==> src/rtl/uart_pkg.sv <==
// Shared definitions for the queued UART transmitter: parity mode codes,
// the serializer state type and the parity helper functions.
package uart_pkg;

    // Run-time parity selection codes; code 3 behaves like PAR_NONE.
    localparam logic [1:0] PAR_NONE = 2'd0;
    localparam logic [1:0] PAR_ODD  = 2'd1;
    localparam logic [1:0] PAR_EVEN = 2'd2;

    // Widest payload the transmitter supports; parity helpers work on this width.
    localparam int MAX_DATA_BITS = 9;

    // Serializer states, in the order they appear on the line.
    typedef enum logic [2:0] {
        IDLE,
        START,
        DATA,
        PARITY,
        STOP
    } tx_state_e;

    // True when the mode code asks for a parity bit.
    function automatic logic parity_enabled(input logic [1:0] mode);
        return (mode == PAR_ODD) || (mode == PAR_EVEN);
    endfunction

    // Parity bit for a zero-extended payload. Zero padding does not change
    // the XOR reduction, so narrower payloads can share this function.
    function automatic logic parity_bit(input logic [MAX_DATA_BITS-1:0] data,
                                        input logic [1:0]               mode);
        logic result;
        if (mode == PAR_ODD) begin
            result = ~^data;
        end else begin
            result = ^data;
        end
        return result;
    endfunction

endpackage

==> src/rtl/sync_fifo.sv <==
// Single-clock FIFO with a registered head word (first-word fall-through).
// Storage is an array with a registered read port so it can map to block RAM;
// the head register is refilled from the address that will be the head after
// this edge, with a bypass when that slot is being written in the same cycle.
module sync_fifo #(
    parameter int WIDTH = 8,
    parameter int DEPTH = 8,
    localparam int AW   = $clog2(DEPTH),
    localparam int LW   = $clog2(DEPTH + 1)
) (
    input  logic             clock,
    input  logic             reset,
    input  logic             push,
    input  logic [WIDTH-1:0] wr_data,
    input  logic             pop,
    input  logic             flush,
    output logic [WIDTH-1:0] rd_data,
    output logic [LW-1:0]    level,
    output logic             full,
    output logic             empty
);

    logic [WIDTH-1:0] mem [DEPTH];
    logic [WIDTH-1:0] head_reg;
    logic [AW-1:0]    wr_ptr_reg;
    logic [AW-1:0]    wr_ptr_next;
    logic [AW-1:0]    rd_ptr_reg;
    logic [AW-1:0]    rd_ptr_next;
    logic [LW-1:0]    count_reg;
    logic [LW-1:0]    count_next;
    logic             do_push;
    logic             do_pop;

    assign full    = (count_reg == LW'(DEPTH));
    assign empty   = (count_reg == '0);
    assign level   = count_reg;
    assign rd_data = head_reg;

    // A write while full is dropped even if a pop frees a slot this cycle;
    // a flush also drops any concurrent write.
    assign do_push = push && !full && !flush;
    assign do_pop  = pop && !empty;

    // Pointer and occupancy bookkeeping; flush discards everything queued.
    always_comb begin
        wr_ptr_next = wr_ptr_reg + AW'(do_push);
        rd_ptr_next = rd_ptr_reg + AW'(do_pop);
        count_next  = count_reg + LW'(do_push) - LW'(do_pop);
        if (flush) begin
            rd_ptr_next = wr_ptr_reg;
            count_next  = '0;
        end
    end

    // Pointer and level registers.
    always_ff @(posedge clock) begin
        if (reset) begin
            wr_ptr_reg <= '0;
            rd_ptr_reg <= '0;
            count_reg  <= '0;
        end else begin
            wr_ptr_reg <= wr_ptr_next;
            rd_ptr_reg <= rd_ptr_next;
            count_reg  <= count_next;
        end
    end

    // Storage write port.
    always_ff @(posedge clock) begin
        if (do_push) begin
            mem[wr_ptr_reg] <= wr_data;
        end
    end

    // Registered read of the next head; bypass covers a write into the slot
    // that becomes the head (FIFO empty, or draining its last word).
    always_ff @(posedge clock) begin
        if (do_push && (wr_ptr_reg == rd_ptr_next)) begin
            head_reg <= wr_data;
        end else begin
            head_reg <= mem[rd_ptr_next];
        end
    end

endmodule

==> src/rtl/uart_tx_fifo.sv <==
// Queued UART transmitter: a valid/ready write port feeds sync_fifo, and a
// serializer pops words and sends start, data (LSB first), optional parity and
// one or two stop bits. Parity and stop count are latched per word at pop.
// The line output is registered from the current state, so the line trails
// the state register by one cycle; frame_done and tx_busy use the same timing.
module uart_tx_fifo
    import uart_pkg::*;
#(
    parameter int DATA_BITS    = 8,
    parameter int CLKS_PER_BIT = 4167,
    parameter int FIFO_DEPTH   = 8,
    localparam int LW          = $clog2(FIFO_DEPTH + 1)
) (
    input  logic                 clock,
    input  logic                 reset,
    input  logic                 tx_valid,
    input  logic [DATA_BITS-1:0] tx_data,
    output logic                 tx_ready,
    input  logic                 tx_clear_req,
    input  logic [1:0]           cfg_parity,
    input  logic                 cfg_two_stop,
    output logic                 ser_tx,
    output logic                 tx_busy,
    output logic [LW-1:0]        fifo_level,
    output logic                 frame_done
);

    localparam int CW = $clog2(CLKS_PER_BIT);
    localparam int IW = $clog2(DATA_BITS);

    // FIFO interface
    logic [DATA_BITS-1:0]     fifo_head;
    logic                     fifo_full;
    logic                     fifo_empty;
    logic                     fifo_pop;
    logic [MAX_DATA_BITS-1:0] head_ext;

    // Serializer state
    tx_state_e            state_reg;
    tx_state_e            state_next;
    logic [CW-1:0]        cnt_reg;
    logic [CW-1:0]        cnt_next;
    logic [IW-1:0]        idx_reg;
    logic [IW-1:0]        idx_next;
    logic [DATA_BITS-1:0] shift_reg;
    logic [DATA_BITS-1:0] shift_next;
    logic                 par_en_reg;
    logic                 par_en_next;
    logic                 par_bit_reg;
    logic                 par_bit_next;
    logic                 two_stop_reg;
    logic                 two_stop_next;

    // Registered outputs
    logic                 ser_tx_reg;
    logic                 frame_done_reg;
    logic                 tx_busy_reg;

    logic                 bit_end;
    logic                 frame_end;
    logic                 can_pop;
    logic                 line_bit;

    sync_fifo #(
        .WIDTH (DATA_BITS),
        .DEPTH (FIFO_DEPTH)
    ) u_fifo (
        .clock   (clock),
        .reset   (reset),
        .push    (tx_valid),
        .wr_data (tx_data),
        .pop     (fifo_pop),
        .flush   (tx_clear_req),
        .rd_data (fifo_head),
        .level   (fifo_level),
        .full    (fifo_full),
        .empty   (fifo_empty)
    );

    assign tx_ready   = !fifo_full;
    assign ser_tx     = ser_tx_reg;
    assign frame_done = frame_done_reg;
    assign tx_busy    = tx_busy_reg;

    // A flush in the same cycle wins over starting a new frame.
    assign can_pop = !fifo_empty && !tx_clear_req;
    assign bit_end = (cnt_reg == CW'(CLKS_PER_BIT - 1));

    // Zero-extend the head word for the shared parity helper.
    always_comb begin
        head_ext                 = '0;
        head_ext[DATA_BITS-1:0]  = fifo_head;
    end

    // Next-state logic: bit timing, state sequencing and word loading.
    always_comb begin
        state_next    = state_reg;
        cnt_next      = bit_end ? '0 : cnt_reg + CW'(1);
        idx_next      = idx_reg;
        shift_next    = shift_reg;
        par_en_next   = par_en_reg;
        par_bit_next  = par_bit_reg;
        two_stop_next = two_stop_reg;
        fifo_pop      = 1'b0;
        frame_end     = 1'b0;

        case (state_reg)
            IDLE: begin
                cnt_next = '0;
                idx_next = '0;
                if (can_pop) begin
                    fifo_pop   = 1'b1;
                    state_next = START;
                end
            end
            START: begin
                if (bit_end) begin
                    state_next = DATA;
                    idx_next   = '0;
                end
            end
            DATA: begin
                if (bit_end) begin
                    shift_next = shift_reg >> 1;
                    if (idx_reg == IW'(DATA_BITS - 1)) begin
                        idx_next   = '0;
                        state_next = par_en_reg ? PARITY : STOP;
                    end else begin
                        idx_next = idx_reg + IW'(1);
                    end
                end
            end
            PARITY: begin
                if (bit_end) begin
                    state_next = STOP;
                    idx_next   = '0;
                end
            end
            STOP: begin
                if (bit_end) begin
                    if (two_stop_reg && (idx_reg == '0)) begin
                        // First of two stop bits done; hold the line high once more.
                        idx_next = IW'(1);
                    end else begin
                        frame_end = 1'b1;
                        idx_next  = '0;
                        if (can_pop) begin
                            // Chain straight into the next frame with no idle gap.
                            fifo_pop   = 1'b1;
                            state_next = START;
                        end else begin
                            state_next = IDLE;
                        end
                    end
                end
            end
            default: begin
                state_next = IDLE;
                cnt_next   = '0;
                idx_next   = '0;
            end
        endcase

        // Configuration is sampled only when a word is taken from the FIFO.
        if (fifo_pop) begin
            shift_next    = fifo_head;
            par_en_next   = parity_enabled(cfg_parity);
            par_bit_next  = parity_bit(head_ext, cfg_parity);
            two_stop_next = cfg_two_stop;
        end
    end

    // Line level for the state currently held.
    always_comb begin
        line_bit = 1'b1;
        case (state_reg)
            START:   line_bit = 1'b0;
            DATA:    line_bit = shift_reg[0];
            PARITY:  line_bit = par_bit_reg;
            default: line_bit = 1'b1;
        endcase
    end

    // Serializer state register.
    always_ff @(posedge clock) begin
        if (reset) begin
            state_reg    <= IDLE;
            cnt_reg      <= '0;
            idx_reg      <= '0;
            shift_reg    <= '0;
            par_en_reg   <= 1'b0;
            par_bit_reg  <= 1'b0;
            two_stop_reg <= 1'b0;
        end else begin
            state_reg    <= state_next;
            cnt_reg      <= cnt_next;
            idx_reg      <= idx_next;
            shift_reg    <= shift_next;
            par_en_reg   <= par_en_next;
            par_bit_reg  <= par_bit_next;
            two_stop_reg <= two_stop_next;
        end
    end

    // Output registers: line, end-of-frame pulse and busy flag.
    always_ff @(posedge clock) begin
        if (reset) begin
            ser_tx_reg     <= 1'b1;
            frame_done_reg <= 1'b0;
            tx_busy_reg    <= 1'b0;
        end else begin
            ser_tx_reg     <= line_bit;
            frame_done_reg <= frame_end;
            tx_busy_reg    <= (state_reg != IDLE) || (fifo_level != '0);
        end
    end

endmodule

==> config.mk <==
export PLATFORM = sky130hd
export DESIGN_NAME = uart_tx_fifo
export DESIGN_NICKNAME = d
export VERILOG_FILES = /design/src/rtl/uart_pkg.sv /design/src/rtl/sync_fifo.sv /design/src/rtl/uart_tx_fifo.sv
export SDC_FILE = /design/constraint.sdc
export NUM_CORES = 1
export LEC_CHECK = 0
export ABC_AREA = 0
export CORE_ASPECT_RATIO = 1.1
export CORE_MARGIN = 5
export CORE_UTILIZATION = 30
export CTS_CLUSTER_DIAMETER = 40
export DETAILED_ROUTE_END_ITERATION = 16
export HOLD_SLACK_MARGIN = 0.05
export PLACE_DENSITY_LB_ADDON = 0.15
export SETUP_SLACK_MARGIN = 0.3
export SKIP_LAST_GASP = 1
export SYNTH_ARGS = -nofsm -noshare
export SYNTH_HDL_FRONTEND = slang
export SYNTH_SLANG_ARGS = --single-unit
==> constraint.sdc <==
create_clock -name clock -period 7.65 [get_ports clock]
set_input_delay 2.295 -clock clock [delete_from_list [all_inputs] [get_ports clock]]
set_output_delay 2.295 -clock clock [all_outputs]
set_load 0.005 [all_outputs]
==> results of run 1 <==
## cell type report
class / instances / share of cell area [%]
sequential: 110 / 52.1
multi-input combinational: 206 / 32.6
tap: 200 / 4.59
timing repair buffer: 23 / 4.17
clock buffer: 9 / 4.13
clock inverter: 7 / 1.56
inverter: 13 / 0.894
## placed cells by master (no fill, tap or decap), drive strengths merged, types with 2 or more instances in the layout
master	instances
xor2	9
nand4b	2
mux2	7
nand4	2
mux4	16
nand3b	2
nor3	8
a21o	2
clkinvlp	2
and3	3
nand2b	6
o21ai	3
a22oi	5
nor2	32
and4	2
and3b	2
dfxtp	46
a221oi	2
mux2i	3
a21oi	14
nand2	20
clkbuf	9
ha	16
xnor2	5
a31oi	2
or4	2
xnor3	3
nor2b	5
inv	17
a211oi	3
edfxtp	64
nand3	12
or3	4
clkdlybuf4s50	22
## per-layer routing
metal	up-vias	GRT usage [%]	routed length (um)
met5	-	0	0
met4	0	3.83	160
met3	11	3.30	358
met2	52	17.4	4410
met1	1291	13.4	4220
li1	1323	-	-
## worst register-to-register path, cell delays in order, from the launching register on
cell      delay [ps]
dfxtp_1          360
or4b_4           600
nor3_4           300
nand2b_2         130
a211o_1          460
inv_2            260
ha_1             280
inv_1             60
ha_1             160
inv_1             50
fa_1             380
xor2_1           150
nor3_1           120
## worst max path at each step
stage	end	slack, ps	depth (start not counted)
6_report	u_fifo.level[2]$_SDFF_PP0_	2890	11
5_1_grt	u_fifo.level[2]$_SDFF_PP0_	2630	11
4_1_cts	u_fifo.level[2]$_SDFF_PP0_	2880	11
3_5_place_dp	u_fifo.level[2]$_SDFF_PP0_	2500	11
3_3_place_gp	u_fifo.level[2]$_SDFF_PP0_	2550	11
2_1_floorplan	u_fifo.level[2]$_SDFF_PP0_	3590	11
## kinds of logic after synthesis
logic type	Yosys count	synth area share, %
flops	110	59.7
simple gates	107	11.8
compound gates	38	5.38
buf+inv	28	3.23
mux	26	10.8
xor+xnor	18	4.49
fa+ha+maj	17	4.62
## synth_stat cells, types with 2 or more instances
library cell   n  area share [%]
edfxtp_1      64              40
dfxtp_1       46              19
nor2_1        32             2.5
nand2_1       20             1.6
ha_1          16             4.2
a21oi_1       13             1.4
inv_1         12            0.95
mux4_1        12             6.6
nand3_1       12             1.3
xor2_1         9             1.7
clkbuf_1       8            0.63
mux2_2         7             1.7
nor3_1         7            0.74
a22oi_1        5            0.79
nand2b_1       5            0.66
nor2b_1        5            0.66
xnor2_1        5            0.92
mux4_2         4             1.9
or3_1          4            0.53
and3_1         3            0.39
mux2i_1        3            0.63
o21ai_0        3            0.32
xnor3_1        3             1.4
a211oi_1       2            0.32
a21o_1         2            0.32
a221oi_1       2            0.37
a31oi_1        2            0.26
and3b_1        2            0.37
and4_1         2            0.37
buf_1          2            0.16
buf_12         2            0.84
buf_6          2            0.47
nand3b_1       2            0.32
nand4_1        2            0.26
nand4b_1       2            0.37
or4_1          2            0.32
## through the flow
stage	hold slack [ps]	power (mW)
after floorplan	432	1.05
after global placement	452	1.13
after detailed placement	449	1.13
after CTS	459	1.62
after global routing	498	1.69
final	457	1.59
## power groups by stage
| stage | registers [mW] | clock network [mW] | logic (mW) |
|---|---|---|---|
| after floorplan | 0.709 | 0 | 0.343 |
| after detailed placement | 0.744 | 0 | 0.383 |
| after global routing | 0.738 | 0.527 | 0.422 |
| after CTS | 0.731 | 0.505 | 0.385 |
| after global placement | 0.745 | 0 | 0.383 |
| final | 0.729 | 0.487 | 0.378 |
==> results.rst, run 1 <==
.. list-table::
   :header-rows: 1

   * - Metric
     - Value
   * - Final routed DRC violation total
     - 0
   * - Cell Count, Final, Fillers Out
     - 568
   * - Mapped Nets
     - 376
   * - CTS Root Cell
     - clkbuf_16
   * - Arrival time of data at the critical path endpoint
     - 5030 ps
   * - Number of routed nets with antenna violations
     - 0
   * - Period Utilization, post-route
     - 62.2%
   * - FF+latch area
     - 2840 um2
   * - Cell area after layout
     - 5460 um2
   * - Max reg flops
     - 64
   * - Total number of yosys warnings
     - 0
   * - Count of endpoints failing setup in the final report
     - 0
   * - Peak Freq
     - 210 MHz
   * - Max-slew violations
     - 0
   * - Multi-input combinational cell area
     - 1780 um2
   * - Element type at the critical path end
     - flop
   * - Highest-delay cell along the critical path
     - clkdlybuf4s50_1
   * - Post-synthesis instance area
     - 4760 um2
   * - Placeable core area
     - 15700 um2
   * - Detailed Route WL
     - 9.15 mm
   * - Timing startpoint of the critical path
     - tx_clear_req
   * - #FFs+latches synth
     - 110
   * - Fraction of power spent switching nets
     - 28.0%
   * - Floorplan die width
     - 130 um
   * - Part of the power in combinational logic
     - 23.7%
   * - H-tree levels
     - 3
   * - Final hold viol count
     - 0
   * - Final core utilization
     - 34.8%
   * - First-pass GRT wire length
     - 14.9 mm
   * - Postcts setup bufs
     - 0
   * - CTS tree
     - done
   * - Vertical die dimension
     - 142 um
   * - Sequential share of power
     - 45.7%
   * - VDD IR-drop max
     - 0.129 mV
   * - Path type of the worst min-delay path
     - flop to flop
   * - Syn_area_per_cell
     - 13.9 um2
   * - Actual slew at the worst max-slew pin
     - 1040 ps
   * - Worst slew margin
     - 30.8%
   * - Maximum Capacitance Violations
     - 0
   * - Share of flip-flops with an asynchronous set or reset
     - 0%
   * - Cell internal pwr
     - 1.15 mW
   * - Hold-critical path endpoint
     - two_stop_reg$_SDFFE_PP0N_
   * - Crit Reg-Reg Endpoint
     - u_fifo.level[2]$_SDFF_PP0_
   * - RSZ-0062 raised after global routing
     - no
   * - Hold wc startpoint
     - two_stop_reg$_SDFFE_PP0N_
   * - Crit Path Max Fanout
     - 13
   * - Vias
     - 2677
   * - Number of buffers between clock root and the deepest sink
     - 2
   * - Setup crit start kind
     - input pin
   * - RD Place Congestion
     - 0.686
   * - Post-synth EDFFs
     - 64
   * - Number of DRC markers in iteration 0
     - 119
   * - Post-detailed-route via-to-cell ratio
     - 4.71
   * - Number of clock buffers inserted by TritonCTS
     - 9
   * - Post-Place Worst Slack
     - 2500 ps
   * - Fraction of the yosys area taken by sequential cells
     - 59.7%
   * - Number of global-route vias before repair
     - 2792
   * - Areal power density over the cells
     - 292 nW/um2
   * - Post-synth cell types
     - 56
   * - Number of buffer and inverter stages on the critical path
     - 4
   * - Required time of the critical path
     - 7930 ps
   * - Count of mapped cells out of synthesis
     - 344
   * - Slack of the worst reg-to-reg path
     - 4260 ps
   * - Count of buffers from port buffering
     - 22
   * - Clock transition at the register clock pins on the worst setup and hold paths after CTS
     - 70 ps
   * - Cell breakdown of the critical path
     - clkdlybuf4s50_1, a21o_1, a211o_1, inv_2, ha_1, inv_1, ha_1, inv_1, fa_1, xor2_1, nor3_1
   * - DP HPWL
     - 6.05 mm
   * - Pre-antenna DRT Iters
     - 4
   * - Number of nets in the layout
     - 395
   * - Final worst-path setup slack
     - 2890 ps
   * - Count of cells resized by post-cts repair
     - 0
   * - Minimum clock period after layout
     - 4760 ps
   * - Number of hold buffers added after cts
     - 0
   * - Latest clock arrival within the worst-skew pair
     - 350 ps
   * - Cell area after placement
     - 5150 um2
   * - Count of fill cells added during filler insertion
     - 1523
   * - Initial core utilization
     - 30.4%
   * - Final clock skew
     - 10.5 ps
   * - P_sw
     - 0.446 mW
   * - Count of cells along the worst register-to-register path
     - 12
   * - Clock network fraction of total power
     - 30.5%
   * - Worst hold path depth
     - 2
   * - Post-DR wirelength/cell
     - 16.1 um
   * - Post-synth top flop
     - edfxtp_1
   * - Diode insertion count for antenna repair
     - 0
   * - Share of layout cells above drive strength 1
     - 10.3%
   * - Number of I/O pins
     - 23
   * - Maximum number of pins on one net before global-route repair
     - 32
   * - Post-Route Setup TNS
     - 0 ps
   * - Launching point of the worst reg2reg path
     - cnt_reg[9]$_SDFF_PP0_
   * - Pleak
     - 1.82 nW
   * - Worst Setup Path Type
     - input pin to flop
   * - Syn-to-layout area delta
     - 14.5%
   * - Aggregate global routing overflow
     - 0
   * - GRT Util Overall
     - 10.7%
   * - Peak per-stage delay on the critical path
     - 620 ps
   * - Die area
     - 18500 um2
   * - Critical path's top delay family
     - buffers and inverters
   * - Num Clock Sinks
     - 110
   * - Placed cells
     - 552
   * - Number of antenna violations at the first check in global routing
     - 0
   * - Run status
     - complete, no violations
   * - Standard-cell row count
     - 48
No activity file was read; power rests on OpenSTA's default activity.
==> run 2: changes to the inputs <==
Clock period 7.65 ns to 4.7 ns, I/O delays scaled along.
==> results.rst, run 2 (synthesis gave the netlist of run 1 again) <==
.. list-table::
   :header-rows: 1

   * - Metric
     - Value
   * - Number of buffers between clock root and the deepest sink
     - 2 (unchanged)
   * - Post-Place Worst Slack
     - 752 ps (was 2500 ps)
   * - Crit Path Max Fanout
     - 13 (unchanged)
   * - Number of hold buffers added after cts
     - 0 (unchanged)
   * - Leading cell types in the layout, fill and taps excluded
     - 64 x edfxtp_1, 46 x dfxtp_1, 32 x nor2_1 (unchanged)
   * - Count of fill cells added during filler insertion
     - 1485 (was 1523)
   * - First-pass GRT wire length
     - 14.9 mm (about the same)
   * - Maximum Capacitance Violations
     - 0 (unchanged)
   * - Final hold viol count
     - 0 (unchanged)
   * - Pre-antenna DRT Iters
     - 4 (unchanged)
   * - Worst slew margin
     - 33.1% (was 30.8%)
   * - Count of cells resized by post-cts repair
     - 0 (unchanged)
   * - Required time of the critical path
     - 4980 ps (was 7930 ps)
   * - CTS tree
     - done (unchanged)
   * - Latest clock arrival within the worst-skew pair
     - 360 ps (was 350 ps)
   * - Setup crit start kind
     - input pin (unchanged)
   * - Number of DRC markers in iteration 0
     - 200 (was 119)
   * - Cell area after layout
     - 5490 um2 (was 5460 um2)
   * - CTS Root Cell
     - clkbuf_16 (unchanged)
   * - GRT Util Overall
     - 10.8% (was 10.7%)
   * - Post-detailed-route via-to-cell ratio
     - 4.74 (was 4.71)
   * - Number of global-route vias before repair
     - 2732 (was 2792)
   * - Most common cell after layout, fill and taps aside
     - edfxtp_1 (unchanged)
   * - Count of cells along the worst register-to-register path
     - 12 (unchanged)
   * - Element type at the critical path end
     - flop (unchanged)
   * - Actual slew at the worst max-slew pin
     - 1000 ps (was 1040 ps)
   * - Period Utilization, post-route
     - 75.8%
   * - Syn-to-layout area delta
     - 15.2% (was 14.5%)
   * - Placed cells
     - 561 (was 552)
   * - RSZ-0062 raised after global routing
     - no (unchanged)
   * - Floorplan die width
     - 130 um (unchanged)
   * - DP HPWL
     - 6.12 mm (was 6.05 mm)
   * - Vias
     - 2737 (was 2677)
   * - Die area
     - 18500 um2 (unchanged)
   * - Number of nets in the layout
     - 404 (was 395)
   * - Diode insertion count for antenna repair
     - 0 (unchanged)
   * - Number of antenna violations at the first check in global routing
     - 0 (unchanged)
   * - VDD IR-drop max
     - 0.234 mV (was 0.129 mV)
   * - H-tree levels
     - 3 (unchanged)
   * - Post-DR wirelength/cell
     - 16.1 um (about the same)
   * - Max reg flops
     - 64 (unchanged)
   * - Count of endpoints failing setup in the final report
     - 0 (unchanged)
   * - Areal power density over the cells
     - 462 nW/um2 (was 292 nW/um2)
   * - Final clock skew
     - 8.43 ps (was 10.5 ps)
   * - Aggregate global routing overflow
     - 0 (unchanged)
   * - Postcts setup bufs
     - 0 (unchanged)
   * - Minimum clock period after layout
     - 3560 ps
   * - Cell Count, Final, Fillers Out
     - 577 (was 568)
   * - Maximum number of pins on one net before global-route repair
     - 32 (unchanged)
   * - RD Place Congestion
     - 0.704 (was 0.686)
   * - Final routed DRC violation total
     - 0 (unchanged)
   * - Number of clock buffers inserted by TritonCTS
     - 9 (unchanged)
   * - Standard-cell row count
     - 48 (unchanged)
   * - Arrival time of data at the critical path endpoint
     - 3850 ps (was 5030 ps)
   * - Run status
     - complete, no violations (unchanged)
   * - Vertical die dimension
     - 142 um (unchanged)
   * - Initial core utilization
     - 30.4% (unchanged)
   * - Number of routed nets with antenna violations
     - 0 (unchanged)
   * - Final worst-path setup slack
     - 1140 ps (was 2890 ps)
   * - Post-Route Setup TNS
     - 0 ps (unchanged)
   * - Pleak
     - 1.85 nW (was 1.82 nW)
   * - Share of layout cells above drive strength 1
     - 11.4% (was 10.3%)
   * - Count of buffers from port buffering
     - 22 (unchanged)
   * - Peak Freq
     - 281 MHz
   * - Clock transition at the register clock pins on the worst setup and hold paths after CTS
     - 80 ps (was 70 ps)
   * - Number of I/O pins
     - 23 (unchanged)
   * - Cell area after placement
     - 5200 um2 (was 5150 um2)
   * - Worst hold path depth
     - 2 (unchanged)
   * - Max-slew violations
     - 0 (unchanged)
   * - Num Clock Sinks
     - 110 (unchanged)
   * - Path type of the worst min-delay path
     - flop to flop (unchanged)
   * - Placeable core area
     - 15700 um2 (unchanged)
   * - Worst Setup Path Type
     - input pin to flop (unchanged)
   * - Detailed Route WL
     - 9.27 mm (was 9.15 mm)
==> run 2: cell types whose count changed in the layout (fill, tap and decap cells not counted) <==
cell / previous run / this run
nor3_2: 2 / 0
clkinv_1: 0 / 1
bufinv_16: 1 / 0
buf_4: 1 / 10
clkbuf_1: 0 / 1
clkinvlp_4: 2 / 0
inv_6: 2 / 3
nor3_1: 5 / 7
==> run 2: layout make-up <==
class                           instances  area, um2  share of cell area, %
Clock inverter                          6       52.6                  0.958
Clock buffer                           10        229                   4.17
Inverter                               13       48.8                  0.889
Multi-Input combinational cell        206       1770                   32.2
Sequential cell                       110       2840                   51.8
Tap cell                              200        250                   4.56
Timing Repair Buffer                   32        295                   5.38
==> run 2: per-stage QoR <==
stage	hold WS (ps)	power [mW]	utilization, %
3_3_place_gp	453	1.84	33.2
2_1_floorplan	432	1.71	-
6_report	462	2.54	35.0
5_1_grt	494	2.70	35.0
4_1_cts	464	2.58	35.0
3_5_place_dp	454	1.84	33.2
==> run 2: report_power, final <==
part | leakage, nW | total (mW) | internal (mW) | switching [mW]
logic | 0.763 | 0.619 | 0.347 | 0.271
registers | 0.951 | 1.19 | 1.10 | 0.0870
clock network | 0.139 | 0.733 | 0.372 | 0.361
==> run 2: worst max-delay path, stage by stage <==
cell and delay, ps:
clkdlybuf4s50_1 430, a21o_1 180, a211o_1 390, inv_2 270
ha_1 280, inv_1 60, ha_1 160, inv_1 60
fa_1 370, xor2_1 150, nor3_1 110
==> run 2: metal layers <==
metal	wire, um	track usage, %	up-vias
met5	0	0	-
met4	113	2.95	0
met3	410	3.83	9
met2	4570	17.9	40
met1	4180	13.3	1344
li1	-	-	1344
==> run 2: path summary, 6_finish.rpt <==
check                            start                         end  slack [ps]
max                       tx_clear_req  u_fifo.level[2]$_SDFF_PP0_        1140
min          two_stop_reg$_SDFFE_PP0N_   two_stop_reg$_SDFFE_PP0N_         460
max reg2reg      cnt_reg[9]$_SDFF_PP0_  u_fifo.level[2]$_SDFF_PP0_        1300
min reg2reg  two_stop_reg$_SDFFE_PP0N_   two_stop_reg$_SDFFE_PP0N_         460
